--- src/rtl/mod_step_counter.sv ---
// Bounded up/down step counter with enable prescaler, wrap-or-saturate limits,
// synchronous clear/load and a registered one-cycle wrap/limit pulse.
module mod_step_counter #(
    parameter int WIDTH     = 4,
    parameter int MIN_COUNT = 0,
    parameter int MAX_COUNT = 15,
    parameter int WRAP      = 1,
    parameter int TICK_DIV  = 1
) (
    input  logic             Clk,
    input  logic             Rst,
    input  logic             start,
    input  logic             up,
    input  logic             clear,
    input  logic             load,
    input  logic [WIDTH-1:0] load_val,
    output logic [WIDTH-1:0] count,
    output logic             wrap_pulse,
    output logic             at_max,
    output logic             at_min
);

    localparam int PW = (TICK_DIV > 1) ? $clog2(TICK_DIV) : 1;
    localparam logic [WIDTH-1:0] MIN_W    = MIN_COUNT[WIDTH-1:0];
    localparam logic [WIDTH-1:0] MAX_W    = MAX_COUNT[WIDTH-1:0];
    localparam logic [WIDTH:0]   MIN_E    = {1'b0, MIN_W};
    localparam logic [WIDTH:0]   MAX_E    = {1'b0, MAX_W};
    localparam logic [PW-1:0]    PRE_LAST = PW'(TICK_DIV - 1);

    logic [WIDTH-1:0] r_count;
    logic [PW-1:0]    r_presc;
    logic             r_wrap_pulse;
    logic             r_sat_latch;

    logic [WIDTH:0]   w_count_ext;
    logic [WIDTH:0]   w_load_ext;
    logic [WIDTH-1:0] w_load_clamped;
    logic [WIDTH-1:0] w_step_count;
    logic [PW-1:0]    w_presc_next;
    logic             w_step;
    logic             w_wrapped;
    logic             w_at_bound;
    logic             w_pulse;

    assign w_count_ext = {1'b0, r_count};
    assign w_load_ext  = {1'b0, load_val};
    assign w_step      = start && (r_presc == PRE_LAST);

    always_comb begin
        w_presc_next = (r_presc == PRE_LAST) ? '0 : r_presc + 1'b1;

        w_load_clamped = load_val;
        if (w_load_ext < MIN_E)
            w_load_clamped = MIN_W;
        else if (w_load_ext > MAX_E)
            w_load_clamped = MAX_W;

        // Bounds are compared in WIDTH+1 bits so MAX_COUNT == 2**WIDTH-1 never overflows.
        w_step_count = r_count;
        w_wrapped    = 1'b0;
        if (up) begin
            if (w_count_ext < MAX_E)
                w_step_count = r_count + 1'b1;
            else if (WRAP != 0) begin
                w_step_count = MIN_W;
                w_wrapped    = 1'b1;
            end
            w_at_bound = (w_step_count == MAX_W);
        end else begin
            if (w_count_ext > MIN_E)
                w_step_count = r_count - 1'b1;
            else if (WRAP != 0) begin
                w_step_count = MAX_W;
                w_wrapped    = 1'b1;
            end
            w_at_bound = (w_step_count == MIN_W);
        end

        // Saturate mode: pulse on arriving at the bound; latch suppresses repeats while pinned.
        if (WRAP != 0)
            w_pulse = w_wrapped;
        else
            w_pulse = w_at_bound && (!r_sat_latch || (w_step_count != r_count));
    end

    always_ff @(posedge Clk) begin
        if (!Rst) begin
            r_count      <= MIN_W;
            r_presc      <= '0;
            r_wrap_pulse <= 1'b0;
            r_sat_latch  <= 1'b0;
        end else if (clear) begin
            r_count      <= MIN_W;
            r_presc      <= '0;
            r_wrap_pulse <= 1'b0;
            r_sat_latch  <= 1'b0;
        end else if (load) begin
            r_count      <= w_load_clamped;
            r_presc      <= '0;
            r_wrap_pulse <= 1'b0;
            r_sat_latch  <= 1'b0;
        end else if (start) begin
            r_presc      <= w_presc_next;
            r_wrap_pulse <= 1'b0;
            if (w_step) begin
                r_count      <= w_step_count;
                r_wrap_pulse <= w_pulse;
                r_sat_latch  <= (WRAP == 0) && w_at_bound;
            end
        end else begin
            r_wrap_pulse <= 1'b0;
        end
    end

    assign count      = r_count;
    assign wrap_pulse = r_wrap_pulse;
    assign at_max     = (r_count == MAX_W);
    assign at_min     = (r_count == MIN_W);

endmodule

--- config.mk ---
export PLATFORM = sky130hd
export DESIGN_NAME = mod_step_counter
export DESIGN_NICKNAME = d
export VERILOG_FILES = /design/src/rtl/mod_step_counter.sv
export SDC_FILE = /design/constraint.sdc
export NUM_CORES = 1
export LEC_CHECK = 0
export CELL_PAD_IN_SITES_DETAIL_PLACEMENT = 0
export CELL_PAD_IN_SITES_GLOBAL_PLACEMENT = 2
export CORE_MARGIN = 4
export CORE_UTILIZATION = 22
export CTS_BUF_LIST = sky130_fd_sc_hd__clkbuf_16
export DETAILED_ROUTE_END_ITERATION = 8
export PLACE_DENSITY_LB_ADDON = 0.25
export SLEW_MARGIN = 20
export SYNTH_ARGS = -nofsm -noshare
export SYNTH_HDL_FRONTEND = slang
export SYNTH_SLANG_ARGS = --single-unit
--- constraint.sdc ---
create_clock -name Clk -period 3.2 [get_ports Clk]
set_clock_uncertainty 0.1 [all_clocks]
set_input_delay 0.64 -clock Clk [delete_from_list [all_inputs] [get_ports Clk]]
set_output_delay 0.64 -clock Clk [all_outputs]
set_load 0.03 [all_outputs]
==> results of run 1 <==
## logic make-up after synthesis
family	Yosys count	synth area share
mux	3	0.09301
compound gates	10	0.1728
xor+xnor	3	0.06978
fa+ha+maj	2	0.06643
simple gates	16	0.2492
buf+inv	4	0.08306
flops	5	0.2658
## layout by cell type, fill, tap and decap left out
master	n
clkdlybuf4s50_1	16
dfxtp_1	5
inv_1	4
nor2_1	4
xnor2_1	3
o21ai_0	3
a21oi_1	3
clkbuf_16	3
nor3b_1	2
mux2i_1	2
nand2b_1	2
ha_1	2
and3_1	1
and2b_1	1
nand2_1	1
and2_1	1
mux2_4	1
nand2_2	1
or2b_1	1
o211a_1	1
nand4_1	1
a31oi_1	1
nand3b_1	1
o311a_1	1
o32ai_1	1
## final timing paths
check	end	slack [ns]	depth (start not counted)
worst max-delay path	at_min	0.62	4
worst max register to register	count[2]$_SDFFE_PP0P_	1.63	6
worst min-delay path	count[2]$_SDFFE_PP0P_	0.59	2
worst min register to register	count[2]$_SDFFE_PP0P_	0.59	2
## registers in the layout, indices dropped and copies added, names as in the netlist
name,flops
wrap_pulse,1
count,4
## power groups by stage
stage / combinational (mW) / sequential, mW / clock (mW)
2_1_floorplan: 0.0286 / 0.0747 / 0
3_3_place_gp: 0.0574 / 0.0703 / 0
6_report: 0.0560 / 0.0693 / 0.202
5_1_grt: 0.0612 / 0.0699 / 0.210
3_5_place_dp: 0.0562 / 0.0702 / 0
4_1_cts: 0.0567 / 0.0693 / 0.207
## worst reg2reg max path, delay by kind of cell (launching register included)
family | cells | cell delay (ns)
DFF | 1 | 0.41
xor gates and xnor gates | 1 | 0.06
adders and majority gates | 1 | 0.23
AOI/OAI and AO/OA | 1 | 0.20
and+or+nand+nor | 1 | 0.07
buffers and inverters | 1 | 0.11
muxes | 1 | 0.28
## per-stage QoR
stage / instance area [um^2] / std cells
4_1_cts: 615.6 / 78
3_5_place_dp: 536.8 / 74
3_3_place_gp: 536.8 / 74
2_1_floorplan: 376.6 / 43
5_1_grt: 615.6 / 78
6_report: 615.6 / 78
## layout make-up
cell class,instances,area [um^2],share of cell area
well taps,16,20.02,0.03252
inverters,3,11.26,0.01829
repair buffers,16,160.2,0.2602
clock inverters,1,3.754,0.006098
clock buffers,3,75.07,0.1220
multi-input cells,34,245.2,0.3984
flip-flops and latches,5,100.1,0.1626
## per-layer routing
layer  wire, um  global-route usage
met5          0                   0
met3         63             0.03058
met2        362              0.1094
met4         28             0.09217
met1        411             0.08925
==> results by group, run 1 <==
Drt
  – Initial detailed-routing violation count: 4
  – DRC viols: 0
  – Drt via density: 4.487
  – Total Wirelength: 866 um
  – Routed len/inst: 11.10 um
  – First-pass detailed-route iteration total: 2
  – Via count: 350
  – Detail Route Antenna Nets: 0

Power
  – Part of the power in registers: 0.212
  – Leak Pwr: 0.2514 nW
  – Worst vdd ir: 0.3907 mV
  – Total chip power: 327.4 uW
  – Sw Pwr: 69.87 uW
  – Pint: 257.6 uW
  – Pwr Density: 531.9 mW/mm^2
  – Net Sw Frac: 0.2134
  – Clock share of power: 0.617
  – Comb pwr share: 0.171

Synthesis
  – Post-synth top area share: 0.2658
  – Ys Warns: 0
  – Syn avg cell area: 8.758 um^2
  – Post-synth EDFFs: 0
  – Top-count cell post-synth: dfxtp_1
  – Cell count after synthesis: 43
  – Top post-synthesis cells by area: dfxtp_1 (27%), xnor2_1 (7.0%), ha_1 (6.6%)
  – Synthesized flop and latch total: 5
  – Commonest cells in the netlist: dfxtp_1 (5), nor2_1 (4)
  – Top FF cell, synth: dfxtp_1
  – Synth area leader: dfxtp_1
  – Post-Syn Area: 376.6 um^2
  – Async S/R FF share, synth: 0
  – Netlist cell types: 24
  – Register area share after synthesis: 0.2658
  – Synthesized net count: 55

Critical path
  – CP delay by family, top: buffers and inverters
  – Worst path buffer plus inverter count: 2
  – CP Launch Type: flop
  – Ordered list of cells on the worst path: inv_1 > ha_1 > nor3b_1 > clkdlybuf4s50_1
  – CP required: 2.46 ns
  – Critical path fanouts, max: 6
  – Origin of the critical flop-to-flop path: count[0]$_SDFFE_PP0P_
  – Crit. End Element: output pin
  – WS Path Type: reg2out
  – Crit path DAT: 1.84 ns
  – Slowest cell delay on critical path: 0.71 ns
  – Critical path origin: count[0]$_SDFFE_PP0P_
  – Critical path's slowest cell: clkdlybuf4s50_1

Timing
  – Max Clock Freq: 0.3869 GHz
  – RSZ-0062 raised after global routing: no
  – Relative slew slack: 0.7906
  – Fin worst setup slack: 0.6152 ns
  – Post-layout min period: 2.585 ns
  – Final setup fails: 0
  – Worst slew pin tran: 0.3131 ns
  – Setup TNS: 0 ns
  – Max-slew violation count: 0
  – Period utilization: 0.8077
  – WHS: 0.5945 ns
  – Final hold violations: 0

Global route
  – Via count of the first global-routing pass: 337
  – First-pass GRT wire length: 1435 um
  – Largest net degree at the start of global routing: 10
  – GR Overflow Total: 0
  – Initial antenna violation count: 0
  – Total Routing Usage GR: 0.08086

Clocking
  – Clk_lat worst skew: 0.23 ns
  – Hold Buf Count CTS: 0
  – # clock sinks: 5
  – CTS root buffer: clkbuf_16
  – Clk slew on worst S/H paths: 0.03 ns
  – CTS tree: built
  – CTS Buf Count: 3
  – Longest Clk Path Bufs: 2
  – H-tree levels: 1
  – PostCTS Resize Cnt: 0
  – Post-CTS Setup Repair Bufs: 0

Floorplan
  – DIE HEIGHT: 49.38 um
  – Core box area: 0.001559 mm^2
  – # IOs: 17
  – Die width: 49.38 um
  – Effective utilization at floorplan: 0.2416
  – Row cnt: 14
  – Die area: 0.002438 mm^2

Final layout
  – # fillers: 144
  – Share of layout cells above drive strength 1: 0.08065
  – Core Util, Final: 0.3949
  – Final nets: 75
  – # diodes: 0
  – Layout area overhead: 63.46%

Placed design
  – Number of I/O port buffers: 16
  – Worst slack, placed: 0.8432 ns
  – RePlAce Congestion: 0.7600

Job
  – Max Cap Viol: 0

Worst hold path
  – Worst min-delay path class: reg2reg
  – Worst hold start: count[2]$_SDFFE_PP0P_

Run status
  – Status: complete, no violations
Power figures use the tool's default switching activity.
==> run 2: changes to the inputs <==
Settings changed: CORE_UTILIZATION 22 to 21.
Clock period 3.2 ns to 2.6 ns, I/O delays scaled along.
==> run 2 against run 1 <==
Against the previous run:
- via count is 7.7% higher
- design area increased by 1.8%
- clock-buffer cell count unchanged
- worst hold slack gained 0.035 ns
- die area is 4.0% higher
- worst setup slack got worse by 0.49 ns
- non-clock buffer count is the same
- global-route usage increased by 0.48 points
- largest power group unchanged
- highest routed layer unchanged
==> results by group, run 2 (synthesis results as in run 1) <==
Run status
  – Status: complete, no violations

Placed design
  – RePlAce Congestion: 0.7302
  – DP HPWL: 706.3 um
  – Dpl cells: 83
  – Number of I/O port buffers: 16

Clocking
  – Clk_lat worst skew: 0.23 ns
  – # clock sinks: 5
  – Longest Clk Path Bufs: 2
  – Hold Buf Count CTS: 0
  – CTS Buf Count: 3
  – Post-CTS Setup Repair Bufs: 0
  – CTS tree: built
  – H-tree levels: 1
  – PostCTS Resize Cnt: 0
  – Clk slew on worst S/H paths: 0.03 ns
  – CTS root buffer: clkbuf_16

Job
  – Max Cap Viol: 0

Power
  – Leak Pwr: 0.2514 nW
  – Worst vdd ir: 0.4344 mV
  – Pwr Density: 642.1 mW/mm^2

Critical path
  – Critical path fanouts, max: 6
  – CP Launch Type: flop
  – Crit path DAT: 1.85 ns
  – Origin of the critical flop-to-flop path: count[0]$_SDFFE_PP0P_
  – Crit. End Element: output pin
  – Flop-to-flop setup slack: 0.99 ns
  – Critical path origin: count[0]$_SDFFE_PP0P_
  – WS Path Type: reg2out
  – FF-to-FF path depth: 6
  – CP required: 1.98 ns
  – Reg-to-Reg End: count[2]$_SDFFE_PP0P_

Final layout
  – Max reg flops: 4
  – Final nets: 75
  – Share of layout cells above drive strength 1: 0.08065
  – Layout area overhead: 66.45%
  – Most common cell after layout, fill and taps aside: clkdlybuf4s50_1
  – Leading cell types in the layout, fill and taps excluded: clkdlybuf4s50_1 (16), dfxtp_1 (5), inv_1 (4), nor2_1 (4)
  – # diodes: 0
  – Non-Filler Instances: 87

Drt
  – Routed len/inst: 11.06 um
  – Drt via density: 4.333
  – Initial detailed-routing violation count: 7
  – Total Wirelength: 962 um
  – Via count: 377
  – DRC viols: 0
  – First-pass detailed-route iteration total: 4
  – Detail Route Antenna Nets: 0

Global route
  – Via count of the first global-routing pass: 359
  – GR Overflow Total: 0
  – Initial antenna violation count: 0
  – Largest net degree at the start of global routing: 10
  – Total Routing Usage GR: 0.08564
  – First-pass GRT wire length: 1559 um

Floorplan
  – Core box area: 0.001708 mm^2
  – # IOs: 17
  – Effective utilization at floorplan: 0.2205
  – Row cnt: 15
  – Die area: 0.002535 mm^2
  – DIE HEIGHT: 50.35 um
  – Die width: 50.35 um

Worst hold path
  – Worst hold start: count[2]$_SDFFE_PP0P_
  – Hold Path Depth: 2
  – Sink of the worst hold path: count[2]$_SDFFE_PP0P_
  – Worst min-delay path class: reg2reg

Timing
  – Max-slew violation count: 0
  – Period utilization: 0.9519
  – Max Clock Freq: 0.4041 GHz
  – Setup TNS: 0 ns
  – Final hold violations: 0
  – Final setup fails: 0
  – Relative slew slack: 0.7889
  – Post-layout min period: 2.475 ns
  – RSZ-0062 raised after global routing: no
  – Worst slew pin tran: 0.3157 ns
## run 2: cell counts in the layout (fill, tap and decap cells not counted)
Identical to the previous run, type by type.
## run 2: metal layers
layer | global-route usage | up-vias | share of wire
met3 | 0.02967 | 2 | 0.069
li1 | - | 188 | -
met5 | 0 | - | 0
met1 | 0.09982 | 172 | 0.44
met4 | 0.05381 | 0 | 0.0062
met2 | 0.1326 | 15 | 0.49
## run 2: cell type report
class | instances | area [um^2]
Clock inverter | 1 | 3.754
Multi-Input combinational cell | 34 | 245.2
Fill cell | 181 | 1081
Timing Repair Buffer | 16 | 160.2
Tap cell | 25 | 31.28
Clock buffer | 3 | 75.07
Sequential cell | 5 | 100.1
Inverter | 3 | 11.26
## run 2: power breakdown
group | switching [mW] | total [mW] | internal (mW)
combinational | 0.0326 | 0.0700 | 0.0374
sequential | 0.00488 | 0.0854 | 0.0805
clock | 0.0482 | 0.247 | 0.199
total | 0.0856 | 0.402 | 0.317
## run 2: per-stage QoR
| stage | total power [mW] | instance area (um^2) | hold WS (ns) | setup slack, ns | utilization |
|---|---|---|---|---|---|
| 2_1_floorplan | 0.1271 | 376.6 | 0.5627 | 0.4369 | - |
| 3_3_place_gp | 0.1571 | 548.0 | 0.6161 | 0.3623 | 0.3209 |
| 6_report | 0.4025 | 626.9 | 0.6296 | 0.1252 | 0.3670 |
| 3_5_place_dp | 0.1565 | 548.0 | 0.6115 | 0.3577 | 0.3209 |
| 4_1_cts | 0.4080 | 626.9 | 0.6303 | 0.1115 | 0.3670 |
| 5_1_grt | 0.4232 | 626.9 | 0.6805 | 0.01045 | 0.3670 |
## run 2: how the worst max path moves through the flow
stage | to | slack [ns]
floorplan | at_min | 0.44
global placement | at_min | 0.36
detailed placement | at_min | 0.36
CTS | at_min | 0.11
global route | at_min | 0.01
finish | at_min | 0.13
## run 2: worst max-delay path: stages (launching register included)
cell	delay, ns
dfxtp_1	0.36
inv_1	0.12
ha_1	0.18
nor3b_1	0.25
clkdlybuf4s50_1	0.72
==> run 3: changes to the inputs <==
Settings changed: REMOVE_ABC_BUFFERS set to 1.
==> run 3 against run 2 <==
Against the previous run:
- clock power hardly changed
- clock-buffer cell count stayed put
- non-clock buffer count unchanged
- cell count unchanged
- via count is 2.9% lower
- global-route usage grew 0.28 points
- worst hold slack got worse by 0.051 ns
- critical endpoint is now at_max
==> results by group, run 3 (synthesis results as in run 1) <==
Placed design
  – Number of I/O port buffers: 16
  – Placed cell areas: 548.0 um^2
  – RePlAce Congestion: 0.7616
  – Dpl cells: 83
  – DP HPWL: 723.9 um

Clocking
  – CTS tree: built
  – CTS Buf Count: 3
  – Clk slew on worst S/H paths: 0.03 ns
  – H-tree levels: 1
  – CTS root buffer: clkbuf_16
  – Longest Clk Path Bufs: 2
  – # clock sinks: 5
  – Hold Buf Count CTS: 0
  – Clk_lat worst skew: 0.23 ns

Critical path
  – Crit path DAT: 1.76 ns
  – CP Launch Type: flop
  – Critical path fanouts, max: 6
  – CP required: 1.98 ns
  – Crit. End Element: output pin
  – WS Path Type: reg2out

Drt
  – DRC viols: 0
  – Via count: 366
  – Routed len/inst: 10.45 um
  – Total Wirelength: 909 um
  – Initial detailed-routing violation count: 5
  – First-pass detailed-route iteration total: 4
  – Detail Route Antenna Nets: 0
  – Drt via density: 4.207

Floorplan
  – Row cnt: 15
  – Die area: 0.002535 mm^2
  – # IOs: 17
  – Die width: 50.35 um
  – Effective utilization at floorplan: 0.2205
  – DIE HEIGHT: 50.35 um
  – Core box area: 0.001708 mm^2

Timing
  – Period utilization: 0.9157
  – Final setup fails: 0
  – RSZ-0062 raised after global routing: no
  – Final hold violations: 0
  – Max Clock Freq: 0.4200 GHz
  – Relative slew slack: 0.7868
  – Worst slew pin tran: 0.3192 ns
  – Post-layout min period: 2.381 ns
  – Max-slew violation count: 0
  – Setup TNS: 0 ns

Global route
  – First-pass GRT wire length: 1566 um
  – Largest net degree at the start of global routing: 10
  – Total Routing Usage GR: 0.08849
  – M1 GR Usage: 0.1029
  – Via count of the first global-routing pass: 336
  – GR Overflow Total: 0
  – Initial antenna violation count: 0
  – Met3 Resource Use GR: 0.03858
  – Global route hottest layer: met2
  – Met2 Usage GRT: 0.1196

Power
  – Pwr Density: 641.3 mW/mm^2
  – Worst vdd ir: 0.3076 mV
  – Leak Pwr: 0.2578 nW

Final layout
  – Core Util, Final: 0.3685
  – Final nets: 75
  – Fin area: 629.4 um^2
  – Max reg flops: 4
  – Non-Filler Instances: 87
  – Share of layout cells above drive strength 1: 0.08065
  – # diodes: 0
  – Most common cell after layout, fill and taps aside: clkdlybuf4s50_1
  – Leading cell types in the layout, fill and taps excluded: clkdlybuf4s50_1 (15), dfxtp_1 (5), inv_1 (4), nor2_1 (4)
  – Layout area overhead: 67.11%

Worst hold path
  – Worst min-delay path class: reg2reg

Run status
  – Status: complete, no violations

Job
  – Max Cap Viol: 0
run 3: changes by cell type in the layout (fill, tap and decap cells not counted), sizes merged:
cell	delta
clkdlybuf4s50	-1
dlymetal6s2s	+1
run 3: area by class of cell:
type,instances,area (um^2)
multi-input combinational,34,245.2
sequential,5,100.1
clock buffer,3,75.07
tap,25,31.28
fill,173,1079
clock inverter,1,3.754
inverter,3,11.26
timing repair buffer,16,162.7
run 3: path summary, 6_finish.rpt:
| check | from | end | slack, ns | depth (start not counted) |
|---|---|---|---|---|
| worst max-delay path | count[0]$_SDFFE_PP0P_ | at_max | 0.22 | 3 |
| worst max register to register | count[0]$_SDFFE_PP0P_ | count[2]$_SDFFE_PP0P_ | 0.99 | 6 |
| worst min register to register | count[2]$_SDFFE_PP0P_ | count[2]$_SDFFE_PP0P_ | 0.58 | 2 |
| worst min-delay path | count[2]$_SDFFE_PP0P_ | count[2]$_SDFFE_PP0P_ | 0.58 | 2 |
run 3: stage by stage:
stage          power [mW]  setup slack (ns)  hold slack, ns
2_1_floorplan      0.1229            0.4369          0.5586
3_3_place_gp       0.1573            0.3489          0.6167
3_5_place_dp       0.1560            0.3446          0.5822
4_1_cts            0.4097           0.09051          0.5962
5_1_grt            0.4224            0.1012          0.6363
6_report           0.4036            0.2193          0.5789
run 3: what timing repair did:
item | 4_1_cts | 5_1_grt
setup buffers | 0 | 0
setup endpoints to repair | 0 | 1
resized for setup | 0 | 1
hold endpoints to repair | 0 | 0
run 3: power breakdown:
part / leakage [nW] / internal [mW] / total [mW] / switching, mW
registers: 0.0408 / 0.0805 / 0.0854 / 0.00487
logic: 0.175 / 0.0370 / 0.0687 / 0.0317
clock network: 0.0423 / 0.199 / 0.250 / 0.0504
run 3: per-layer routing:
layer	vias up	wire length (um)
li1	190	-
met1	156	427
met2	15	384
met3	5	68
met4	0	29
met5	-	0
run 3: worst max-delay path: stages (launching register included):
cell and delay (ns):
dfxtp_1 0.44, ha_1 0.24, and3_1 0.18, clkdlybuf4s50_1 0.67
